--- src/rtl/fp_posit_acc.sv ---
// Dot-product accumulator fed by fp_posit_mul: aligns each signed product into a
// Q24.16 two's-complement sum, closes a batch every len_q products, saturates on overflow.
module fp_posit_acc #(
    parameter int EXP_WIDTH = 5,
    parameter int MAN_WIDTH = 14,
    parameter int MAN_FRAC  = 12,
    parameter int ACC_WIDTH = 40,
    parameter int ACC_FRAC  = 16,
    parameter int LEN_WIDTH = 8
) (
    input  logic                 clk,
    input  logic                 rst,
    input  logic                 set,
    input  logic [LEN_WIDTH-1:0] acc_len,
    input  logic                 sign_in,
    input  logic [EXP_WIDTH-1:0] exp_in,
    input  logic [MAN_WIDTH-1:0] mantissa_in,
    input  logic                 start_acc,
    input  logic                 mul_done,
    output logic [ACC_WIDTH-1:0] acc_out,
    output logic                 acc_valid,
    output logic                 acc_ovf,
    output logic                 busy,
    output logic                 dbg_state_o
);

    // Handshake: a product is consumed on any rising edge where mul_done=1, the
    // FSM is in RUN and set=0; there is no back-pressure. acc_valid is a one-cycle
    // strobe qualifying acc_out/acc_ovf, which hold until the next completion.

    typedef enum logic {
        S_IDLE = 1'b0,
        S_RUN  = 1'b1
    } state_t;

    localparam int SH_W = EXP_WIDTH + 2;
    localparam logic [ACC_WIDTH-1:0] ACC_MAX = {1'b0, {(ACC_WIDTH-1){1'b1}}};
    localparam logic [ACC_WIDTH-1:0] ACC_MIN = {1'b1, {(ACC_WIDTH-1){1'b0}}};

    state_t                 state_q, state_d;
    logic [LEN_WIDTH-1:0]   len_q;
    logic [LEN_WIDTH-1:0]   cnt_q;

    logic                   s1_valid_q;
    logic [ACC_WIDTH-1:0]   s1_term_q;
    logic                   s1_first_q;
    logic                   s1_last_q;

    logic [ACC_WIDTH-1:0]   acc_q;
    logic                   ovf_q;
    logic [ACC_WIDTH-1:0]   acc_out_q;
    logic                   acc_valid_q;
    logic                   acc_ovf_q;

    // ---------------- FSM: state register ----------------
    always_ff @(posedge clk or posedge rst) begin
        if (rst) begin
            state_q <= S_IDLE;
        end else begin
            state_q <= state_d;
        end
    end

    // ---------------- FSM: next state ----------------
    always_comb begin
        state_d = state_q;
        if (set) begin
            state_d = (acc_len != '0) ? S_RUN : S_IDLE;
        end
    end

    // ---------------- FSM: outputs ----------------
    always_comb begin
        busy        = (state_q == S_RUN) && (cnt_q != '0);
        dbg_state_o = state_q;
    end

    // ---------------- Stage 1: align product, track batch position ----------------
    logic signed [SH_W-1:0] sh;
    logic [SH_W-1:0]        sh_abs;
    logic [ACC_WIDTH-1:0]   man_ext;
    logic [ACC_WIDTH-1:0]   mag;
    logic [ACC_WIDTH-1:0]   term;
    logic                   first;
    logic                   last;
    logic [LEN_WIDTH-1:0]   pos;
    logic                   take;

    always_comb begin
        sh      = $signed(exp_in) + $signed(SH_W'(ACC_FRAC - MAN_FRAC));
        sh_abs  = sh[SH_W-1] ? SH_W'(-sh) : SH_W'(sh);
        man_ext = {{(ACC_WIDTH-MAN_WIDTH){1'b0}}, mantissa_in};
        // Right shifts drop fraction bits below the accumulator LSB (truncation).
        mag     = sh[SH_W-1] ? (man_ext >> sh_abs) : (man_ext << sh_abs);
        term    = sign_in ? (~mag + 1'b1) : mag;
        first   = start_acc | (cnt_q == '0);
        pos     = first ? LEN_WIDTH'(1) : (cnt_q + 1'b1);
        last    = (pos == len_q);
        take    = (state_q == S_RUN) && mul_done && !set;
    end

    always_ff @(posedge clk or posedge rst) begin
        if (rst) begin
            len_q      <= '0;
            cnt_q      <= '0;
            s1_valid_q <= 1'b0;
            s1_term_q  <= '0;
            s1_first_q <= 1'b0;
            s1_last_q  <= 1'b0;
        end else if (set) begin
            len_q      <= acc_len;
            cnt_q      <= '0;
            s1_valid_q <= 1'b0;
        end else begin
            s1_valid_q <= take;
            if (take) begin
                s1_term_q  <= term;
                s1_first_q <= first;
                s1_last_q  <= last;
                cnt_q      <= last ? '0 : pos;
            end
        end
    end

    // ---------------- Stage 2: saturating accumulate ----------------
    logic [ACC_WIDTH:0]   sum_w;
    logic                 sat;
    logic [ACC_WIDTH-1:0] sum_sat;
    logic                 ovf_new;

    always_comb begin
        if (s1_first_q) begin
            sum_w = {s1_term_q[ACC_WIDTH-1], s1_term_q};
        end else begin
            sum_w = {acc_q[ACC_WIDTH-1], acc_q} + {s1_term_q[ACC_WIDTH-1], s1_term_q};
        end
        // One guard bit: disagreement with the sign bit means the true sum left range.
        sat     = sum_w[ACC_WIDTH] != sum_w[ACC_WIDTH-1];
        sum_sat = sat ? (sum_w[ACC_WIDTH] ? ACC_MIN : ACC_MAX) : sum_w[ACC_WIDTH-1:0];
        ovf_new = s1_first_q ? sat : (ovf_q | sat);
    end

    always_ff @(posedge clk or posedge rst) begin
        if (rst) begin
            acc_q       <= '0;
            ovf_q       <= 1'b0;
            acc_out_q   <= '0;
            acc_valid_q <= 1'b0;
            acc_ovf_q   <= 1'b0;
        end else begin
            acc_valid_q <= 1'b0;
            if (set) begin
                acc_q <= '0;
                ovf_q <= 1'b0;
            end else if (s1_valid_q) begin
                acc_q <= sum_sat;
                ovf_q <= ovf_new;
                if (s1_last_q) begin
                    acc_out_q   <= sum_sat;
                    acc_ovf_q   <= ovf_new;
                    acc_valid_q <= 1'b1;
                end
            end
        end
    end

    assign acc_out   = acc_out_q;
    assign acc_valid = acc_valid_q;
    assign acc_ovf   = acc_ovf_q;

endmodule

--- config.mk ---
export PLATFORM = sky130hd
export DESIGN_NAME = fp_posit_acc
export DESIGN_NICKNAME = d
export VERILOG_FILES = /design/src/rtl/fp_posit_acc.sv
export SDC_FILE = /design/constraint.sdc
export NUM_CORES = 1
export LEC_CHECK = 0
export CAP_MARGIN = 20
export CORE_ASPECT_RATIO = 1.75
export CORE_MARGIN = 2
export CORE_UTILIZATION = 55
export DETAILED_ROUTE_END_ITERATION = 7
export PLACE_DENSITY = 0.75
export SYNTH_ARGS = -nofsm -noshare
export SYNTH_HDL_FRONTEND = slang
export SYNTH_SLANG_ARGS = --single-unit
--- constraint.sdc ---
create_clock -name clk -period 9.3 [get_ports clk]
set_input_delay 1.86 -clock clk [delete_from_list [all_inputs] [get_ports clk]]
set_output_delay 1.86 -clock clk [all_outputs]
set_load 0.005 [all_outputs]
==> results.md, run 1 <==
- Overall Power: 2.34 mW
- Clock Pin Slew Worst Setup and Hold Paths: 70 ps
- Core region area: 20800 um2
- Startpoint types: input pin
- Crit-path slowest cell: clkdlybuf4s50_1
- Fraction of registers with async set/reset: 100%
- Peak supply drop: 129 uV
- CTS tree: built
- Final nets: 1507
- Actual slew at the worst max-slew pin: 1090 ps
- H-tree depth: 4
- Wire per inst: 22.0 um
- Final Setup Violations: 0
- DR pass1 iterations: 5
- Post-CTS Resized: 0
- Sink Count: 143
- Run status: finished, final reports clean
- Post-synthesis sequential area ratio: 30.7%
- Area growth syn-to-layout: 11.7%
- Drc violations: 0
- Overall Global Routing Usage: 34.0%
- CP cell instances: clkdlybuf4s50_1 -> inv_1 -> ha_1 -> or2b_1 -> a21oi_2 -> buf_4 -> mux4_2 -> mux2_2 -> o21ai_2 -> nand4_1 -> nor3_1 -> nand4_2 -> o31ai_2 -> xor2_1 -> o21ai_1
- CP peak stage delay: 900 ps
- Required @ worst endpoint: 9600 ps
- Synth top area share: 30.7%
- Slew Limit Fails: 0
- Setup Skew: 8.28 ps
- Worst Path Arrival: 7130 ps
- Mapped Area: 11600 um2
- Post-Place Cell Area: 12400 um2
- Final GP Congestion: 1.04
- Max frequency: 146 MHz
- Final Non-Filler Cells: 1692
- Count leader, synth: nand2_1
- Initial antenna violation count: 0
- Most frequent cells after synthesis: nand2_1, o21ai_0, dfrtp_1
- Worst-path maximum fanout: 21
- Synthesized net count: 1485
- Layout cells sized above 1: 7.92%
- Reg area: 3580 um2
- Tcrit/Tclk final: 73.5%
- Hold Crit Class: register to register
- LEAKAGE: 5.64 nW
- Sum Neg Setup Slack: 0 ps
- Cell area after layout: 13000 um2
- Final Routed Wirelength: 37300 um
- Vias: 11000
- CP Capture Type: register
- Vias in the first global route: 11000
- Longest Clk Path Bufs: 2
- Slew HR: 26.6%
- Number of library cell types mapped by synthesis: 97
- Post-route ant nets: 0
- Die Area: 22400 um2
- HPWL Detailed: 28900 um
- IO Count: 77
- CTS Root Cell: clkbuf_16
- Final worst slack: 2470 ps
- #FFs+latches synth: 143
- Worst hold margin: 477 ps
- Most used DFF post-synth: dfrtp_1
- Hold-fix buffers, CTS: 0
- Place WS: 2130 ps
- Synth warn: 0
- Drt first-iter violations: 678
- Vias/cell: 6.50
- Layout Utilization: 62.4%
- EDFF count, synth: 0
- Leading area contributor after synthesis: dfrtp_1
- Final Hold Vio Count: 0
- CP Class: input pin to register
- Post CTS Setup Buffer Count: 0
- Initial Util: 55.8%
- Largest net degree at the start of global routing: 91
- Clk Latency, worst-skew pair: 440 ps
- Global-route wire length before repair: 59600 um
- IO Port Bufs: 76
- Inserted Diodes: 0
- RSZ-0062 raised after global routing: false
- Avg Inst Size Synth: 8.28 um2
- Final min period: 6830 ps
- Power Dens Cells: 180 nW/um2
- CTS buffer count: 17
- Max-Cap Viols: 0
- Multi-input logic area: 7540 um2
- Vert. Die Dim: 196 um
- Row cnt: 70
- # fillers: 1854
- Synth top area cells: dfrtp_1, nand2_1, o21ai_0
- Grt ovf: 0
- Gate Count Post-Synth: 1405
- Dpl cells: 1660
- Chip width: 114 um
kinds of logic after synthesis:
group	count (synthesis)	share of synthesized area [%]
AND/OR/NAND/NOR	455	18.5
adder cells (fa/ha/maj)	48	5.20
flip-flops	143	30.7
multiplexers	68	6.71
buffers and inverters	115	4.57
AO/OA/AOI/OAI	495	28.1
XOR/XNOR	81	6.16
critical path: cells and delay by family:
kind / cells / cell delay (ps)
buffers and inverters: 3 / 1540
and+or+nand+nor: 4 / 1320
AOI/OAI and AO/OA: 4 / 1050
muxes: 2 / 820
adders and majority gates: 1 / 350
xor gates and xnor gates: 1 / 170
cell usage in the layout (no fill, tap or decap), types with 5 or more instances in the layout:
master             n
a211oi_1          40
a21o_1            28
a21oi_1           78
a221oi_1          10
a22o_1            18
a22oi_1            8
a31oi_1           17
and2_1            12
and3_1            10
buf_4             15
clkbuf_16         17
clkdlybuf4s50_1   75
dfrtp_1          142
ha_1              46
inv_1             25
inv_6              9
mux2_2            23
mux2i_1           38
nand2_1          204
nand2b_1          13
nand3_1           29
nand4_1           11
nor2_1            90
nor2b_1           15
nor3_1            21
nor4_1             9
o211ai_1          23
o21a_1            11
o21ai_0          144
o21ai_1           21
o21bai_1          10
o22ai_1           10
o31ai_1           12
or2_2              5
or3_1              9
xnor2_1           43
xor2_1            37
area by class of cell:
| cell class | count | share of cell area, % |
|---|---|---|
| Clock inverter | 15 | 1.24 |
| Timing Repair Buffer | 91 | 6.68 |
| Sequential cell | 143 | 27.5 |
| Inverter | 27 | 0.818 |
| Clock buffer | 17 | 3.27 |
| Tap cell | 252 | 2.43 |
| Multi-Input combinational cell | 1147 | 58.0 |
power by group:
| group | switching [mW] | internal, mW |
|---|---|---|
| clock | 0.309 | 0.382 |
| combinational | 0.554 | 0.333 |
| sequential | 0.0718 | 0.688 |
| total | 0.935 | 1.40 |
registers in the layout (all words and copies together) (netlist names):
register	cells
acc_out	40
acc_valid	1
s1_last_q	1
acc_ovf	1
s1_valid_q	1
acc_q	40
cnt_q	8
dbg_state_o	1
s1_first_q	1
ovf_q	1
len_q	8
s1_term_q	40
layer usage:
metal	vias to the layer above	share of wire (%)	GRT usage (%)	wire (um)
met1	5247	36	35.2	13600
met3	152	3.7	4.61	1380
met4	0	7.7	24.2	2860
met5	-	0	0	0
li1	5236	-	-	-
met2	371	52	61.8	19500
final timing paths:
path	start	end	slack, ps	cells past startpoint
setup / recovery	exp_in[1]	s1_term_q[32]	2470	15
hold / removal	acc_out[15]	acc_out[15]	480	2
setup reg to reg	s1_term_q[7]	acc_q[38]	4090	13
hold reg to reg	acc_out[15]	acc_out[15]	480	2
max in group asynchronous	rst	s1_first_q	6140	3
min in group asynchronous	rst	acc_out[13]	1930	2
(Power assumes the default switching activity.)
==> inputs of run 2 (changes only) <==
- PLACE_DENSITY: 0.75 -> 0.78
- clock period: 9.3 -> 5.7 ns (I/O delays scaled with it)
==> results.md, run 2 (same netlist as run 1, synthesis figures left out) <==
- Max-Cap Viols: 0
- Final Routed Wirelength: 38800 um
- Required @ worst endpoint: 5990 ps
- Hold Crit Class: register to register
- HPWL Detailed: 29800 um
- Area growth syn-to-layout: 13.8%
- Initial antenna violation count: 0
- Critical R2R Capture: acc_q[20]
- Reg-to-Reg Start: s1_term_q[0]
- Max frequency: 197 MHz
- Crit-path most repeated cell: buf_4
- Global-route wire length before repair: 61200 um
- CTS Root Cell: clkbuf_16
- R2R cell count: 12
- Largest net degree at the start of global routing: 77
- Actual slew at the worst max-slew pin: 1030 ps
- Tcrit/Tclk final: 89.3%
- H-tree depth: 4
- Run status: finished, final reports clean
- CP peak stage delay: 480 ps
- DR pass1 iterations: 7
- Setup Skew: 11.1 ps
- Worst Path Arrival: 5380 ps
- Power Dens Cells: 289 nW/um2
- Sink Count: 143
- CP Capture Type: register
- Longest Clk Path Bufs: 2
- Most frequent cells in the layout: nand2_1, o21ai_0, dfrtp_1
- # fillers: 1824
- Clk Latency, worst-skew pair: 440 ps
- CTS tree: built
- Drc violations: 0
- CP cell instances: clkdlybuf4s50_1 -> inv_1 -> ha_1 -> or2b_1 -> a21oi_2 -> buf_4 -> mux2i_2 -> mux2i_1 -> buf_4 -> a221oi_1 -> nand3_2 -> nor4_4 -> nand4_2 -> o31ai_2 -> xor2_1 -> o21ai_1
- Inserted Diodes: 0
- Hold-fix buffers, CTS: 0
- Cell area after layout: 13300 um2
- Slew Limit Fails: 0
- Critical path buffers and inverters: 4
- Vias in the first global route: 11100
- IO Count: 77
- Slew HR: 30.7%
- Final GP Congestion: 1.05
- Startpoint types: input pin
- Multi-input logic area: 7540 um2
- Commonest non-fill, non-tap cell in the layout: nand2_1
- CTS buffer count: 17
- RSZ-0062 raised after global routing: false
- Initial Util: 55.8%
- Post-route ant nets: 0
- Die Area: 22400 um2
- Post-CTS Resized: 0
- Capture point of the worst path: s1_term_q[32]
- Family with the most delay on the worst path: simple AND/OR/NAND/NOR gates
- Overall Global Routing Usage: 35.3%
- Crit-path slowest cell: clkdlybuf4s50_1
- Reg power frac: 32.4%
- Vias/cell: 6.50
- LEAKAGE: 5.80 nW
- Comb pwr share: 39.1%
- Core region area: 20800 um2
- Psw: 1.51 mW
- Final nets: 1543
- Vert. Die Dim: 196 um
- CP Class: input pin to register
- Sum Neg Setup Slack: 0 ps
- Grt ovf: 0
- Reg area: 3580 um2
- Final Hold Vio Count: 0
- Final Setup Violations: 0
- Clock Pin Slew Worst Setup and Hold Paths: 60 ps
- Row cnt: 70
- Drt first-iter violations: 707
- Chip width: 114 um
- R2r setup slk: 850 ps
- Worst-path maximum fanout: 15
- Sw Ratio: 39.6%
- Layout cells sized above 1: 10.1%
- Post CTS Setup Buffer Count: 0
- Layout Utilization: 63.6%
- Vias: 11200
- Worst Setup SP: exp_in[1]
- Worst path depth: 16
- Post-Place Cell Area: 12700 um2
- Clock share of power: 28.4%
- IO Port Bufs: 76
- Peak supply drop: 211 uV
- Final min period: 5090 ps
- Wire per inst: 22.4 um
- Int Pwr: 2.31 mW
==> run 2: cell count changes in the layout (fill, tap and decap cells not counted) <==
cell	previous run	this run
a21oi_1	78	79
nor2_4	1	0
clkinv_2	0	2
nor2_2	0	1
a21oi_2	2	1
inv_8	4	2
inv_6	9	7
buf_4	15	51
clkinv_4	1	3
==> run 2: power by group through the flow <==
stage          registers [mW]  clock network (mW)  logic [mW]
2_1_floorplan            1.20                   0        1.07
3_3_place_gp             1.24                   0        1.44
3_5_place_dp             1.25                   0        1.46
4_1_cts                  1.23                1.10        1.47
5_1_grt                  1.25                1.13        1.63
6_report                 1.24                1.09        1.50
==> run 2: worst min path at each step <==
stage / endpoint / cells after the start / from / slack [ps]
3_5_place_dp: acc_ovf / 2 / acc_ovf / 460
4_1_cts: acc_ovf / 2 / acc_ovf / 470
3_3_place_gp: acc_ovf / 2 / acc_ovf / 450
6_report: acc_ovf / 2 / acc_ovf / 470
5_1_grt: acc_q[29] / 1 / acc_q[29] / 500
2_1_floorplan: s1_last_q / 2 / s1_last_q / 450
==> run 2: worst min-delay path: stages (launching register included) <==
cell and delay (ps):
dfrtp_1 340, nand2_1 50, nand2_1 50
==> run 2: cell type report <==
cell class                      instances  share of cell area [%]
Clock inverter                         15                    1.12
Timing Repair Buffer                  127                    8.59
Sequential cell                       143                    27.0
Inverter                               27                   0.803
Clock buffer                           17                    3.21
Multi-Input combinational cell       1147                    56.9
Tap cell                              252                    2.38
==> run 2: metal layers <==
metal	track usage (%)	part of all wire, %	wire length [um]	vias to the layer above
met1	36.7	36	14000	5375
met3	4.27	3.3	1280	152
li1	-	-	-	5315
met4	24.1	7.0	2700	0
met5	0	0	0	-
met2	64.7	54	20800	392
==> run 2: through the flow <==
step	hold slack [ps]	cells	power [mW]	setup WS [ps]
5_1_grt	498	1728	4.01	417
4_1_cts	474	1728	3.81	656
3_3_place_gp	453	1696	2.68	325
3_5_place_dp	461	1696	2.71	254
6_report	474	1728	3.82	612
2_1_floorplan	450	1405	2.27	678
==> inputs of run 3 (changes only) <==
- CORE_MARGIN: 2 -> 3
- DONT_BUFFER_PORTS: unset -> 1
- PLACE_DENSITY: 0.78 -> 0.73
==> results.md, run 3 (same netlist as run 1, synthesis figures left out) <==
- Run status: finished, final reports clean
- Post-CTS Resized: 0
- Vert. Die Dim: 198 um
- Vias in the first global route: 10600
- CP Class: register to register
- Critical R2R Capture: acc_out[23]
- Sink Count: 143
- Sum Neg Setup Slack: 0 ps
- Final GP Congestion: 1.03
- Drc violations: 0
- CTS Root Cell: clkbuf_16
- Final min period: 5110 ps
- Final worst slack: 586 ps
- Critical path buffers and inverters: 0
- Chip width: 116 um
- Post CTS Setup Buffer Count: 0
- IO Port Bufs: 0
- RSZ-0062 raised after global routing: false
- Crit-path slowest cell: nand2_1
- Reg-to-Reg Start: s1_term_q[0]
- Longest Clk Path Bufs: 2
- Worst Path Arrival: 5390 ps
- CP cell instances: ha_1 -> fa_1 -> a211oi_1 -> nor4_1 -> a311oi_1 -> nor4_1 -> a311oi_1 -> o32a_1 -> o21a_1 -> nand2_1 -> nand2_1 -> o21ai_0
- Worst hold path stage count: 2
- Grt ovf: 0
- Vias/cell: 6.67
- Commonest non-fill, non-tap cell in the layout: nand2_1
- Required @ worst endpoint: 5980 ps
- R2R cell count: 12
- Place WS: 405 ps
- CP peak stage delay: 700 ps
- Power Dens Cells: 304 nW/um2
- Overall Power: 3.74 mW
- Hold-fix buffers, CTS: 0
- Final Hold Vio Count: 0
- Max-Cap Viols: 0
- Drt first-iter violations: 692
- IO Count: 77
- Slew Limit Fails: 0
- Peak supply drop: 219 uV
- Layout cells sized above 1: 8.76%
- Hold Crit Class: register to register
- Clk Latency, worst-skew pair: 440 ps
- CP Capture Type: register
- Core region area: 20500 um2
- Wire per inst: 22.1 um
- Vias: 10800
- H-tree depth: 4
- DR pass1 iterations: 5
- Actual slew at the worst max-slew pin: 1060 ps
- Worst-case hold path end point: acc_q[35]
- Initial antenna violation count: 0
- Final Setup Violations: 0
- Die Area: 23000 um2
- Family with the most delay on the worst path: compound AO/OA/AOI/OAI gates
- CTS buffer count: 17
- Final Routed Wirelength: 35700 um
- Initial Util: 56.6%
- Setup Skew: 10.5 ps
- Overall Global Routing Usage: 31.7%
- Post-route ant nets: 0
- R2r setup slk: 590 ps
- Area growth syn-to-layout: 5.75%
- Layout Utilization: 59.9%
- CTS tree: built
- Hold_sp: acc_q[35]
- Inserted Diodes: 0
- Final nets: 1437
- Row cnt: 69
- Clock Pin Slew Worst Setup and Hold Paths: 70 ps
- Max frequency: 196 MHz
- Global-route wire length before repair: 57000 um
- Slew HR: 29.2%
- LEAKAGE: 5.39 nW
- HPWL Detailed: 27600 um
- Largest net degree at the start of global routing: 91
- Tcrit/Tclk final: 89.7%
- Worst-path maximum fanout: 22
- Most frequent cells in the layout: nand2_1, o21ai_0, dfrtp_1
- Startpoint types: register
==> run 3: cell count changes in the layout (fill, tap and decap cells not counted), moves of 2 or more <==
cell	delta
clkdlybuf4s50_1	-75
clkinv_4	-2
clkinv_2	-2
inv_8	+4
buf_4	-31
==> run 3: worst register-to-register path: stages (launching register included) <==
cell      delay (ps)
dfrtp_1          400
ha_1             240
fa_1             440
a211oi_1         310
nor4_1           130
a311oi_1         460
nor4_1           210
a311oi_1         680
o32a_1           420
o21a_1           350
nand2_1          390
nand2_1          710
o21ai_0          210
==> run 3: layer usage <==
layer  wire [um]  up-vias  track usage (%)
li1            -     5098                -
met2       18200      408             55.1
met5           0        -                0
met3        1470      163             4.51
met4        2860        0             23.4
met1       13200     5119             34.2
==> run 3: cell type report <==
| type | instances | area, um2 |
|---|---|---|
| Inverter | 27 | 106 |
| Multi-Input combinational cell | 1147 | 7550 |
| Timing Repair Buffer | 21 | 170 |
| Sequential cell | 143 | 3580 |
| Clock inverter | 15 | 165 |
| Clock buffer | 17 | 425 |
| Tap cell | 248 | 310 |
| Fill cell | 1917 | 8240 |
==> run 3: how the worst max path moves through the flow <==
stage,start,endpoint,cells after the start
6_report,s1_term_q[0],acc_out[23],12
5_1_grt,s1_term_q[0],acc_out[23],12
4_1_cts,s1_term_q[0],acc_out[23],12
3_5_place_dp,exp_in[0],s1_term_q[39],13
3_3_place_gp,exp_in[0],s1_term_q[39],13
2_1_floorplan,exp_in[1],s1_term_q[39],17
==> run 3: report_power, final <==
group	internal (mW)	switching [mW]	total [mW]	leakage (nW)
logic	0.520	0.863	1.38	3.21
registers	1.12	0.118	1.24	1.90
clock network	0.624	0.494	1.12	0.287
==> run 3: through the flow <==
step	hold WS, ps	std cells	instance area, um2
6_report	493	1618	12300
5_1_grt	525	1618	12300
4_1_cts	496	1618	12300
3_5_place_dp	482	1586	11700
3_3_place_gp	464	1586	11700
2_1_floorplan	450	1405	11600
